<file path="config.mk">
export PLATFORM = sky130hd
export DESIGN_NAME = vga_scaled_out
export DESIGN_NICKNAME = d
export VERILOG_FILES = /design/src/rtl/vga_scaled_out_pkg.sv /design/src/rtl/vga_scaled_out_palette.sv /design/src/rtl/vga_scaled_out.sv
export SDC_FILE = /design/constraint.sdc
export NUM_CORES = 1
export LEC_CHECK = 0
export ABC_AREA = 1
export CAP_MARGIN = 20
export CORE_MARGIN = 2
export CORE_UTILIZATION = 45
export DETAILED_ROUTE_END_ITERATION = 8
export PLACE_DENSITY = 0.69
export SYNTH_ARGS = -nofsm -noshare
export SYNTH_HDL_FRONTEND = slang
export SYNTH_SLANG_ARGS = --single-unit
</file>
<file path="constraint.sdc">
create_clock -name clk -period 1.95 [get_ports clk]
set_clock_uncertainty 0.15 [all_clocks]
set_input_delay 0.2925 -clock clk [delete_from_list [all_inputs] [get_ports clk]]
set_output_delay 0.2925 -clock clk [all_outputs]
set_load 0.05 [all_outputs]
</file>
<file path="src/rtl/vga_scaled_out_pkg.sv">
// ppu_defines: shared definitions for the PPU VGA output stage.
//   vga_h_state_t / vga_v_state_t : horizontal / vertical timing phases
//   DEF_*                         : default timing (341 x 524, 1x / 2x scale)
//   rgb_t, BLACK                  : 24-bit colour word and its zero value
package ppu_defines;

  typedef enum logic [2:0] {H_VIS, H_FP, H_SYNC, H_BP, H_IDLE} vga_h_state_t;
  typedef enum logic [2:0] {V_PRE, V_VIS, V_FP, V_SYNC, V_BP}  vga_v_state_t;

  localparam int unsigned DEF_H_VIS   = 256;
  localparam int unsigned DEF_H_FP    = 8;
  localparam int unsigned DEF_H_SYNC  = 40;
  localparam int unsigned DEF_H_BP    = 20;
  localparam int unsigned DEF_H_IDLE  = 17;
  localparam int unsigned DEF_V_PRE   = 4;
  localparam int unsigned DEF_V_VIS   = 480;
  localparam int unsigned DEF_V_FP    = 10;
  localparam int unsigned DEF_V_SYNC  = 2;
  localparam int unsigned DEF_V_BP    = 28;
  localparam int unsigned DEF_H_SCALE = 1;
  localparam int unsigned DEF_V_SCALE = 2;

  typedef logic [23:0] rgb_t;
  localparam rgb_t BLACK = '0;

endpackage

</file>
<file path="src/rtl/vga_scaled_out_palette.sv">
// nes_palette: combinational NES 6-bit colour index to 24-bit RGB lookup.
//   idx : NES palette index
//   rgb : {r, g, b}, 8 bits each; unused entries are black
module nes_palette (
  input  logic [5:0]  idx,
  output logic [23:0] rgb
);
  import ppu_defines::*;

  always_comb begin
    rgb = BLACK;
    case (idx)
      6'h00: rgb = 24'h545454;  6'h01: rgb = 24'h001E74;
      6'h02: rgb = 24'h081090;  6'h03: rgb = 24'h300088;
      6'h04: rgb = 24'h440064;  6'h05: rgb = 24'h5C0030;
      6'h06: rgb = 24'h540400;  6'h07: rgb = 24'h3C1800;
      6'h08: rgb = 24'h202A00;  6'h09: rgb = 24'h083A00;
      6'h0A: rgb = 24'h004000;  6'h0B: rgb = 24'h003C00;
      6'h0C: rgb = 24'h00323C;
      6'h10: rgb = 24'h989698;  6'h11: rgb = 24'h084CC4;
      6'h12: rgb = 24'h3032EC;  6'h13: rgb = 24'h5C1EE4;
      6'h14: rgb = 24'h8814B0;  6'h15: rgb = 24'hA01464;
      6'h16: rgb = 24'h982220;  6'h17: rgb = 24'h783C00;
      6'h18: rgb = 24'h545A00;  6'h19: rgb = 24'h287200;
      6'h1A: rgb = 24'h087C00;  6'h1B: rgb = 24'h007628;
      6'h1C: rgb = 24'h006678;
      6'h20: rgb = 24'hECEEEC;  6'h21: rgb = 24'h4C9AEC;
      6'h22: rgb = 24'h787CEC;  6'h23: rgb = 24'hB062EC;
      6'h24: rgb = 24'hE454EC;  6'h25: rgb = 24'hEC58B4;
      6'h26: rgb = 24'hEC6A64;  6'h27: rgb = 24'hD48820;
      6'h28: rgb = 24'hA0AA00;  6'h29: rgb = 24'h74C400;
      6'h2A: rgb = 24'h4CD020;  6'h2B: rgb = 24'h38CC6C;
      6'h2C: rgb = 24'h38B4CC;  6'h2D: rgb = 24'h3C3C3C;
      6'h30: rgb = 24'hECEEEC;  6'h31: rgb = 24'hA8CCEC;
      6'h32: rgb = 24'hBCBCEC;  6'h33: rgb = 24'hD4B2EC;
      6'h34: rgb = 24'hECAEEC;  6'h35: rgb = 24'hECAED4;
      6'h36: rgb = 24'hECB4B0;  6'h37: rgb = 24'hE4C490;
      6'h38: rgb = 24'hCCD278;  6'h39: rgb = 24'hB4DE78;
      6'h3A: rgb = 24'hA8E290;  6'h3B: rgb = 24'h98E2B4;
      6'h3C: rgb = 24'hA0D6E4;  6'h3D: rgb = 24'hA0A2A0;
      default: rgb = BLACK;
    endcase
  end

endmodule

</file>
<file path="src/rtl/vga_scaled_out.sv">
// vga_scaled_out: parametrised VGA output stage for the PPU.
// Generates programmable H/V timing, reads the scanline buffer, scales by
// integer (power-of-2) factors, maps NES indices to RGB and requests lines.
//   clk, rst_n        : clock, synchronous active-low reset
//   clk_en            : pixel-clock enable, all state advances only when high
//   crt_mode          : blank every replicated row except the first
//   vga_buf_idx       : scanline buffer read address (data one tick later)
//   vga_buf_out       : scanline buffer data
//   line_req/line_idx : one-tick request for the PPU to render line_idx
//   frame_start       : one-tick strobe when leaving row 0, col 0
//   hsync_n, vsync_n  : active-low syncs (delayed to match colour)
//   blank_n           : 0 outside active video
//   vga_r/g/b         : registered pixel colour
module vga_scaled_out #(
  parameter int unsigned H_VIS   = ppu_defines::DEF_H_VIS,
  parameter int unsigned H_FP    = ppu_defines::DEF_H_FP,
  parameter int unsigned H_SYNC  = ppu_defines::DEF_H_SYNC,
  parameter int unsigned H_BP    = ppu_defines::DEF_H_BP,
  parameter int unsigned H_IDLE  = ppu_defines::DEF_H_IDLE,
  parameter int unsigned V_PRE   = ppu_defines::DEF_V_PRE,
  parameter int unsigned V_VIS   = ppu_defines::DEF_V_VIS,
  parameter int unsigned V_FP    = ppu_defines::DEF_V_FP,
  parameter int unsigned V_SYNC  = ppu_defines::DEF_V_SYNC,
  parameter int unsigned V_BP    = ppu_defines::DEF_V_BP,
  parameter int unsigned H_SCALE = ppu_defines::DEF_H_SCALE,
  parameter int unsigned V_SCALE = ppu_defines::DEF_V_SCALE
) (
  input  logic       clk,
  input  logic       rst_n,
  input  logic       clk_en,
  input  logic       crt_mode,
  output logic [7:0] vga_buf_idx,
  input  logic [5:0] vga_buf_out,
  output logic       line_req,
  output logic [7:0] line_idx,
  output logic       frame_start,
  output logic       hsync_n,
  output logic       vsync_n,
  output logic       blank_n,
  output logic [7:0] vga_r,
  output logic [7:0] vga_g,
  output logic [7:0] vga_b
);

  localparam int unsigned H_TOTAL = H_VIS + H_FP + H_SYNC + H_BP + H_IDLE;
  localparam int unsigned V_TOTAL = V_PRE + V_VIS + V_FP + V_SYNC + V_BP;
  localparam int unsigned H_SHIFT = $clog2(H_SCALE);
  localparam int unsigned V_SHIFT = $clog2(V_SCALE);

  // Last column / row of each phase.
  localparam logic [9:0] H_END_VIS  = 10'(H_VIS - 1);
  localparam logic [9:0] H_END_FP   = 10'(H_VIS + H_FP - 1);
  localparam logic [9:0] H_END_SYNC = 10'(H_VIS + H_FP + H_SYNC - 1);
  localparam logic [9:0] H_END_BP   = 10'(H_VIS + H_FP + H_SYNC + H_BP - 1);
  localparam logic [9:0] H_LAST     = 10'(H_TOTAL - 1);
  localparam logic [9:0] V_END_PRE  = 10'(V_PRE - 1);
  localparam logic [9:0] V_END_VIS  = 10'(V_PRE + V_VIS - 1);
  localparam logic [9:0] V_END_FP   = 10'(V_PRE + V_VIS + V_FP - 1);
  localparam logic [9:0] V_END_SYNC = 10'(V_PRE + V_VIS + V_FP + V_SYNC - 1);
  localparam logic [9:0] V_LAST     = 10'(V_TOTAL - 1);

  localparam logic [9:0] REQ_COL   = 10'(H_VIS);
  localparam logic [9:0] VIS_FIRST = 10'(V_PRE);
  localparam logic [9:0] VIS_END   = 10'(V_PRE + V_VIS);
  localparam logic [9:0] SUB_MASK  = 10'(V_SCALE - 1);

  logic [9:0] col, row;
  ppu_defines::vga_h_state_t h_state, h_next;
  ppu_defines::vga_v_state_t v_state, v_next;
  logic col_wrap;

  assign col_wrap    = (col == H_LAST);
  assign vga_buf_idx = 8'(col >> H_SHIFT);

  // Counters and FSM state registers
  always_ff @(posedge clk) begin
    if (!rst_n) begin
      col     <= '0;
      row     <= '0;
      h_state <= ppu_defines::H_VIS;
      v_state <= ppu_defines::V_PRE;
    end else if (clk_en) begin
      col     <= col_wrap ? '0 : col + 10'd1;
      if (col_wrap) row <= (row == V_LAST) ? '0 : row + 10'd1;
      h_state <= h_next;
      v_state <= v_next;
    end
  end

  // Each state is left on the last column/row of its phase, so the state
  // always names the phase of the position currently held in col/row.
  always_comb begin
    h_next = h_state;
    case (h_state)
      ppu_defines::H_VIS:  if (col == H_END_VIS)  h_next = ppu_defines::H_FP;
      ppu_defines::H_FP:   if (col == H_END_FP)   h_next = ppu_defines::H_SYNC;
      ppu_defines::H_SYNC: if (col == H_END_SYNC) h_next = ppu_defines::H_BP;
      ppu_defines::H_BP:   if (col == H_END_BP)   h_next = ppu_defines::H_IDLE;
      ppu_defines::H_IDLE: if (col_wrap)          h_next = ppu_defines::H_VIS;
      default:                                    h_next = ppu_defines::H_VIS;
    endcase
  end

  always_comb begin
    v_next = v_state;
    if (col_wrap) begin
      case (v_state)
        ppu_defines::V_PRE:  if (row == V_END_PRE)  v_next = ppu_defines::V_VIS;
        ppu_defines::V_VIS:  if (row == V_END_VIS)  v_next = ppu_defines::V_FP;
        ppu_defines::V_FP:   if (row == V_END_FP)   v_next = ppu_defines::V_SYNC;
        ppu_defines::V_SYNC: if (row == V_END_SYNC) v_next = ppu_defines::V_BP;
        ppu_defines::V_BP:   if (row == V_LAST)     v_next = ppu_defines::V_PRE;
        default:                                    v_next = ppu_defines::V_PRE;
      endcase
    end
  end

  // Raw (undelayed) video qualifiers for the current position
  logic       raw_hs_n, raw_vs_n, raw_active, raw_black;
  logic [9:0] vis_off, nxt_row, nxt_off;
  logic       req_hit, frame_hit;
  logic [7:0] req_idx;

  always_comb begin
    raw_hs_n   = (h_state != ppu_defines::H_SYNC);
    raw_vs_n   = (v_state != ppu_defines::V_SYNC);
    raw_active = (h_state == ppu_defines::H_VIS) && (v_state == ppu_defines::V_VIS);
    vis_off    = row - VIS_FIRST;
    raw_black  = crt_mode && ((vis_off & SUB_MASK) != '0);
    // Request the source line feeding the next row when that row is the
    // first replica of a source line.
    nxt_row    = row + 10'd1;
    nxt_off    = nxt_row - VIS_FIRST;
    req_hit    = (col == REQ_COL) && (nxt_row >= VIS_FIRST) && (nxt_row < VIS_END) &&
                 ((nxt_off & SUB_MASK) == '0);
    req_idx    = 8'(nxt_off >> V_SHIFT);
    frame_hit  = (col == '0) && (row == '0);
  end

  always_ff @(posedge clk) begin
    if (!rst_n) begin
      line_req    <= 1'b0;
      line_idx    <= '0;
      frame_start <= 1'b0;
    end else if (clk_en) begin
      line_req    <= req_hit;
      frame_start <= frame_hit;
      if (req_hit) line_idx <= req_idx;
    end
  end

  // Two-stage output pipeline: stage 1 waits for buffer data, stage 2
  // registers colour together with the matching sync/blank.
  logic        s1_hs_n, s1_vs_n, s1_active, s1_black;
  logic [23:0] pal_rgb;

  nes_palette u_palette (
    .idx (vga_buf_out),
    .rgb (pal_rgb)
  );

  always_ff @(posedge clk) begin
    if (!rst_n) begin
      s1_hs_n   <= 1'b1;
      s1_vs_n   <= 1'b1;
      s1_active <= 1'b0;
      s1_black  <= 1'b0;
      hsync_n   <= 1'b1;
      vsync_n   <= 1'b1;
      blank_n   <= 1'b0;
      {vga_r, vga_g, vga_b} <= '0;
    end else if (clk_en) begin
      s1_hs_n   <= raw_hs_n;
      s1_vs_n   <= raw_vs_n;
      s1_active <= raw_active;
      s1_black  <= raw_black;
      hsync_n   <= s1_hs_n;
      vsync_n   <= s1_vs_n;
      blank_n   <= s1_active;
      {vga_r, vga_g, vga_b} <= (s1_active && !s1_black) ? pal_rgb : '0;
    end
  end

endmodule
</file>
# After elaboration in Yosys (flattened, before gate mapping)
# Memories as Yosys holds them, arrays and structs flattened.
# Index checks and enable logic that the tools add are counted.
[totals]
output_inout_bits = 45
n_memories = 1
register_bits = 67
mem_bits_ro = 1216
[mem_list]
columns = ["memory", "words", "width", "rd", "rd_ports_with_merged_regs", "wr", "line_no", "text"]
rows = [
  ["(no name shown)", 64, 19, 1, 0, 0, "vga_scaled_out_palette.sv:12", "case (idx)"],
]
[op_classes]
n_mux = 15
n_addsub = 4
eq_ne = 31
reduce_logical = 17
magnitude_cmp = 2
[ops]
columns = ["op", "count"]
rows = [
  ["== test 10 x 9 -> 1 bit, second input constant", 8],
  ["zero test 10 bit", 3],
  ["2-to-1 mux 3 bit", 10],
  ["one-hot mux 3 bit (5 select lines)", 2],
  ["2-to-1 mux 24 bit", 1],
  ["adder 10 x 1 -> 10 bit, second input constant", 2],
  ["2-to-1 mux 10 bit", 2],
  ["!= test 2 bit, second input constant", 10],
  ["== test 3 x 2 -> 1 bit, second input constant", 4],
  ["== test 10 bit, second input constant", 1],
  ["== test 10 x 2 -> 1 bit, second input constant", 1],
  ["== test 10 x 8 -> 1 bit, second input constant", 1],
  ["greater-or-equal comparator 10 x 3 -> 1 bit, second input constant", 1],
  ["< comparator 10 x 9 -> 1 bit, second input constant", 1],
  ["subtractor 9 x 3 -> 9 bit, second input constant", 1],
  ["logical AND 1 bit", 7],
  ["AND reduction 7 bit", 1],
  ["== test 3 x 1 -> 1 bit, second input constant", 2],
  ["== test 3 bit, second input constant", 2],
  ["zero test 3 bit", 2],
  ["!= test 3 x 2 -> 1 bit, second input constant", 2],
  ["AND reduction 6 bit", 1],
  ["AND reduction 2 bit", 2],
  ["zero test 1 bit", 1],
  ["subtractor 1 bit, second input constant", 1],
]

# Logic depth before layout (Yosys ltp)
[logic_depth]
word_depth = 6
depth_mapped = 15
depth_no_buf = 15

# Cells and area by module
# From an unflattened synthesis, not the netlist that was laid out.
[hier_totals]
hier_cells = 830
area_unflattened_um2 = 5119.9
[by_module_without_submodules]
columns = ["mod", "instances", "seq_area_each_um2", "area_each_um2", "cells_per_inst"]
rows = [
  ["vga_scaled_out", 1, 1341.3, 3523.4, 500],
  ["nes_palette", 1, 0.0, 1596.5, 330],
]

# Least setup slack after synthesis
# No wires, ideal clock.
[synth_path]
kind = "register to register"
start = "register row[0]"
end = "register line_idx[0]"
t_arrival_ns = 1.902
slack_ns = -0.217
stages_incl_launch_ff = 15
required_time_ns = 1.686
path_buffers = 0
synth_period_minus_slack_ns = 2.167
setup_ns = 0.114
path_cell_list = "dfxtp_1 ha_1 nand2_1 inv_1 nor2_1 inv_1 ha_1 nand3_1 inv_1 nor2_1 nand2_1 a21oi_2 nor2_4 nor2_1 nor2_1"
[synth_between]
elab_chain_len = 6
[synth_lines]
columns = ["element", "line_no", "text"]
rows = [
  ["from (decl)", "vga_scaled_out.sv:67", "logic [9:0] col, row;"],
  ["from (signal assigned)", "vga_scaled_out.sv:84", "if (col_wrap) row <= (row == V_LAST) ? '0 : row + 10'd1;"],
  ["adder 10 x 1 -> 10 bit *", "vga_scaled_out.sv:132", "nxt_row = row + 10'd1;"],
  ["parallel branches: the longest is 5 deep, another holds subtractor 9 x 3 -> 9 bit", "-", ""],
  ["to (signal assigned)", "vga_scaled_out.sv:148", "if (req_hit) line_idx <= req_idx;"],
  ["to (decl)", "vga_scaled_out.sv:35", "output logic [7:0] line_idx,"],
]
# Mark *: on every way between the ends.
# A chain may end at the register's enable or synchronous reset.

# Worst setup path in the final report
[layout_path]
start = "register row[2]"
end = "register line_idx[6]"
[layout_between]
elab_chain_len = 6
[layout_lines]
columns = ["element", "line_no", "text"]
rows = [
  ["adder 10 x 1 -> 10 bit *", "vga_scaled_out.sv:132", ""],
  ["greater-or-equal comparator 10 x 3 -> 1 bit", "vga_scaled_out.sv:134", "req_hit = (col == REQ_COL) && (nxt_row >= VIS_FIRST) && (nxt_row < VIS_END) &&"],
  ["logical AND 1 bit (3 in a row)", "vga_scaled_out.sv:134", ""],
  ["AND reduction 2 bit (no line)", "-", ""],
]
# Every way passes the cells marked *; elsewhere a longest branch is shown, timed or not.

==> results.ini <==
[outcome]
status = complete, but fails checks
violations = setup timing

[synthesis]
postSynthCellCount = 722
ys_warn_count = 0
synth_compound_area_frac = 0.179
ys_seq_elements = 62
yosys.area.top_type = dfxtp_1
synthXorXnorAreaFrac = 0.0153
muxShareOfSynthArea = 0
synth_top_family_by_area = simple AND/OR/NAND/NOR gates
synthAdderAreaFrac = 0.0518
ys_seq_area_frac = 0.271
avgSynthCellArea_um2 = 6.35
synth_top_area_frac = 0.271
synth_cell_types = 48
synth-simple-area-share = 0.366
synthesis.area_um2 = 4590
synth_area_leaders = dfxtp_1, nand2_1, nand3_1

[drt]
routed_wirelength_um = 16700
drc = 0
antenna_left = 0
drt_iter0_markers = 487
vias_per_cell = 5.57
vias = 5587
first_pass_iters = 7
routedWlPerCell_um = 16.7

[hold_path]
min_path_type = register to register

[timing]
max_slew.worst_pin.slew_ns = 0.509
rsz0062_at_grt = yes
fin_crit_sh = 1.04
setup_ws_ns = -0.0851
hold_viol = 0
clock.fmax_ghz = 0.491
slew-limit-headroom = 0.660
fin_crit_ns = 2.04
slew_viol_final = 0
whs_ns = 0.308
setup_viol = 9

[critical_path]
cp.required_ns = 2.08
crit_type = register to register
cp_slowest_cell = dfxtp_4
cp_num_buf_inv = 2
cp_data_arrival_time_ns = 2.17
path_max_fanout = 8
critical_path.top_delay_family = simple AND/OR/NAND/NOR gates
critPathCaptureType = register
slowest_delay_ns = 0.40
path_cells = nand3_2 -> xor2_1 -> inv_1 -> buf_4 -> ha_1 -> nand3_2 -> nand4_1 -> nand2_2 -> nor2_4 -> nor2_1 -> nor2_1
crit_path_start_kind = register

[layout]
utilization = 0.663
mostFrequentLayoutCells = nand2_1, buf_4, nor2_1, nand3_1, inv_1
syn_to_final_growth_pct = 41.8
num-fill-cells = 884
layout_commonest_cell = nand2_1
drive_gt1_frac = 0.303
final_cells = 1003
nets = 894
diodes = 0

[clock_network]
cts_root_buffer = clkbuf_8
clkLatencyLatePin_ns = 0.35
cts.sink_count = 62
clk_path_buf_depth = 2
numCtsBuffers = 9
htree_levels = 3
tritoncts = built
clk_pin_slew_ns = 0.08

[global_routing]
antenna_found_initial = 0
grt_usage = 0.298
grt_pass1_vias = 5390
grt_max_degree = 35
grt-ovfl-total = 0
grt_pass1_wl_um = 26400

[placed_design]
placed_cells = 977
place_worst_setup_slack_ns = -0.405
io_buffer_count = 49
dp_hpwl_um = 12400
place.gp.congestion = 1.06

[power_and_ir_drop]
power.density_nw_per_um2 = 543
ir_drop_mv = 0.399
p_leak_nw = 2.98

[die]
initial_core_util = 0.467
die_width_um = 105
die-area_um2 = 11000
num_io_pins = 55
core_um2 = 9820
core.rowCount = 36
die_h_um = 105

[flow_run]
cap_viol_max_count = 0

==> what timing repair did <==
| action | CTS | global route |
|---|---|---|
| setup endpoints to repair | 18 | 45 |
| buffers inserted | 3 | 6 |
| resized for setup | 27 | 83 |
| gates cloned | 1 | 0 |
| hold buffers | 0 | 0 |
| pin swaps | 14 | 9 |
==> final cells by class <==
class / count / area (um2) / share of cell area
tap: 133 / 166 / 0.0256
clock inverter: 6 / 92.6 / 0.0142
inverter: 80 / 300 / 0.0462
clock buffer: 10 / 138 / 0.0212
sequential: 62 / 1250 / 0.193
multi-input combinational: 543 / 3150 / 0.485
timing repair buffer: 169 / 1400 / 0.215
==> registers in the layout, indices dropped and copies added (netlist names) <==
name,cells
vga_r,6
s1_black,1
blank_n,1
row,10
col,10
hsync_n,1
s1_active,1
frame_start,1
s1_vs_n,1
line_req,1
s1_hs_n,1
h_state,3
line_idx,8
vga_g,7
v_state,3
vsync_n,1
vga_b,6
==> cells in the mapped netlist (all sizes together) <==
| cell type | instances |
|---|---|
| conb | 1 |
| o221ai | 8 |
| o32ai | 2 |
| o22ai | 5 |
| nor4 | 2 |
| o311ai | 2 |
| o211ai | 10 |
| a2111oi | 1 |
| a21oi | 45 |
| o211a | 1 |
| nor2 | 93 |
| a31oi | 5 |
| nand2 | 173 |
| o31ai | 3 |
| clkbuf | 21 |
| and3 | 1 |
| o2111ai | 5 |
| o21bai | 1 |
| or2 | 2 |
| xnor2 | 2 |
| o21a | 3 |
| nand3 | 74 |
| xor2 | 6 |
| clkinv | 5 |
| nand3b | 2 |
| nor3 | 12 |
| dfxtp | 62 |
| buf | 21 |
| o21ai | 39 |
| a21boi | 1 |
| a211oi | 4 |
| and2 | 1 |
| inv | 75 |
| nand4 | 15 |
| ha | 19 |
==> cells by family after synthesis <==
group / count (synthesis)
buffers and inverters: 122
DFF: 62
xor gates and xnor gates: 8
other: 1
AOI/OAI and AO/OA: 135
adders and majority gates: 19
and+or+nand+nor: 375
==> where the power goes <==
group | switching, mW | total [mW] | internal [mW]
Clock | 0.595 | 1.36 | 0.762
Sequential | 0.0247 | 1.32 | 1.29
Combinational | 0.523 | 0.855 | 0.333
==> per-stage QoR <==
| step | cell area, um2 | power [mW] | TNS [ns] |
|---|---|---|---|
| floorplan | 4640 | 1.80 | 0 |
| global placement | 5870 | 2.12 | -7.01 |
| detailed placement | 5870 | 2.12 | -7.66 |
| CTS | 6210 | 3.47 | -0.104 |
| global route | 6510 | 3.66 | -1.75 |
| finish | 6510 | 3.53 | -0.595 |
==> routing by layer <==
layer | track usage | routed length [um] | vias up
li1 | - | - | 2684
met4 | 0.0971 | 453 | 0
met1 | 0.407 | 7430 | 2562
met2 | 0.461 | 7280 | 299
met5 | 0 | 0 | -
met3 | 0.0736 | 1570 | 42
==> worst register-to-register path, stage by stage (launching register included) <==
cell,delay (ns)
dfxtp_4,0.40
nand3_2,0.11
xor2_1,0.17
inv_1,0.14
buf_4,0.16
ha_1,0.16
nand3_2,0.11
nand4_1,0.12
nand2_2,0.07
nor2_4,0.21
nor2_1,0.08
nor2_1,0.09
==> final timing paths <==
kind	depth (start not counted)	endpoint	slack [ns]	startpoint
setup / recovery	11	line_idx[6]	-0.09	row[2]
hold / removal	2	vsync_n	0.31	vsync_n
setup reg to reg	11	line_idx[6]	-0.09	row[2]
hold reg to reg	2	vsync_n	0.31	vsync_n
Power figures use the tool's default switching activity.
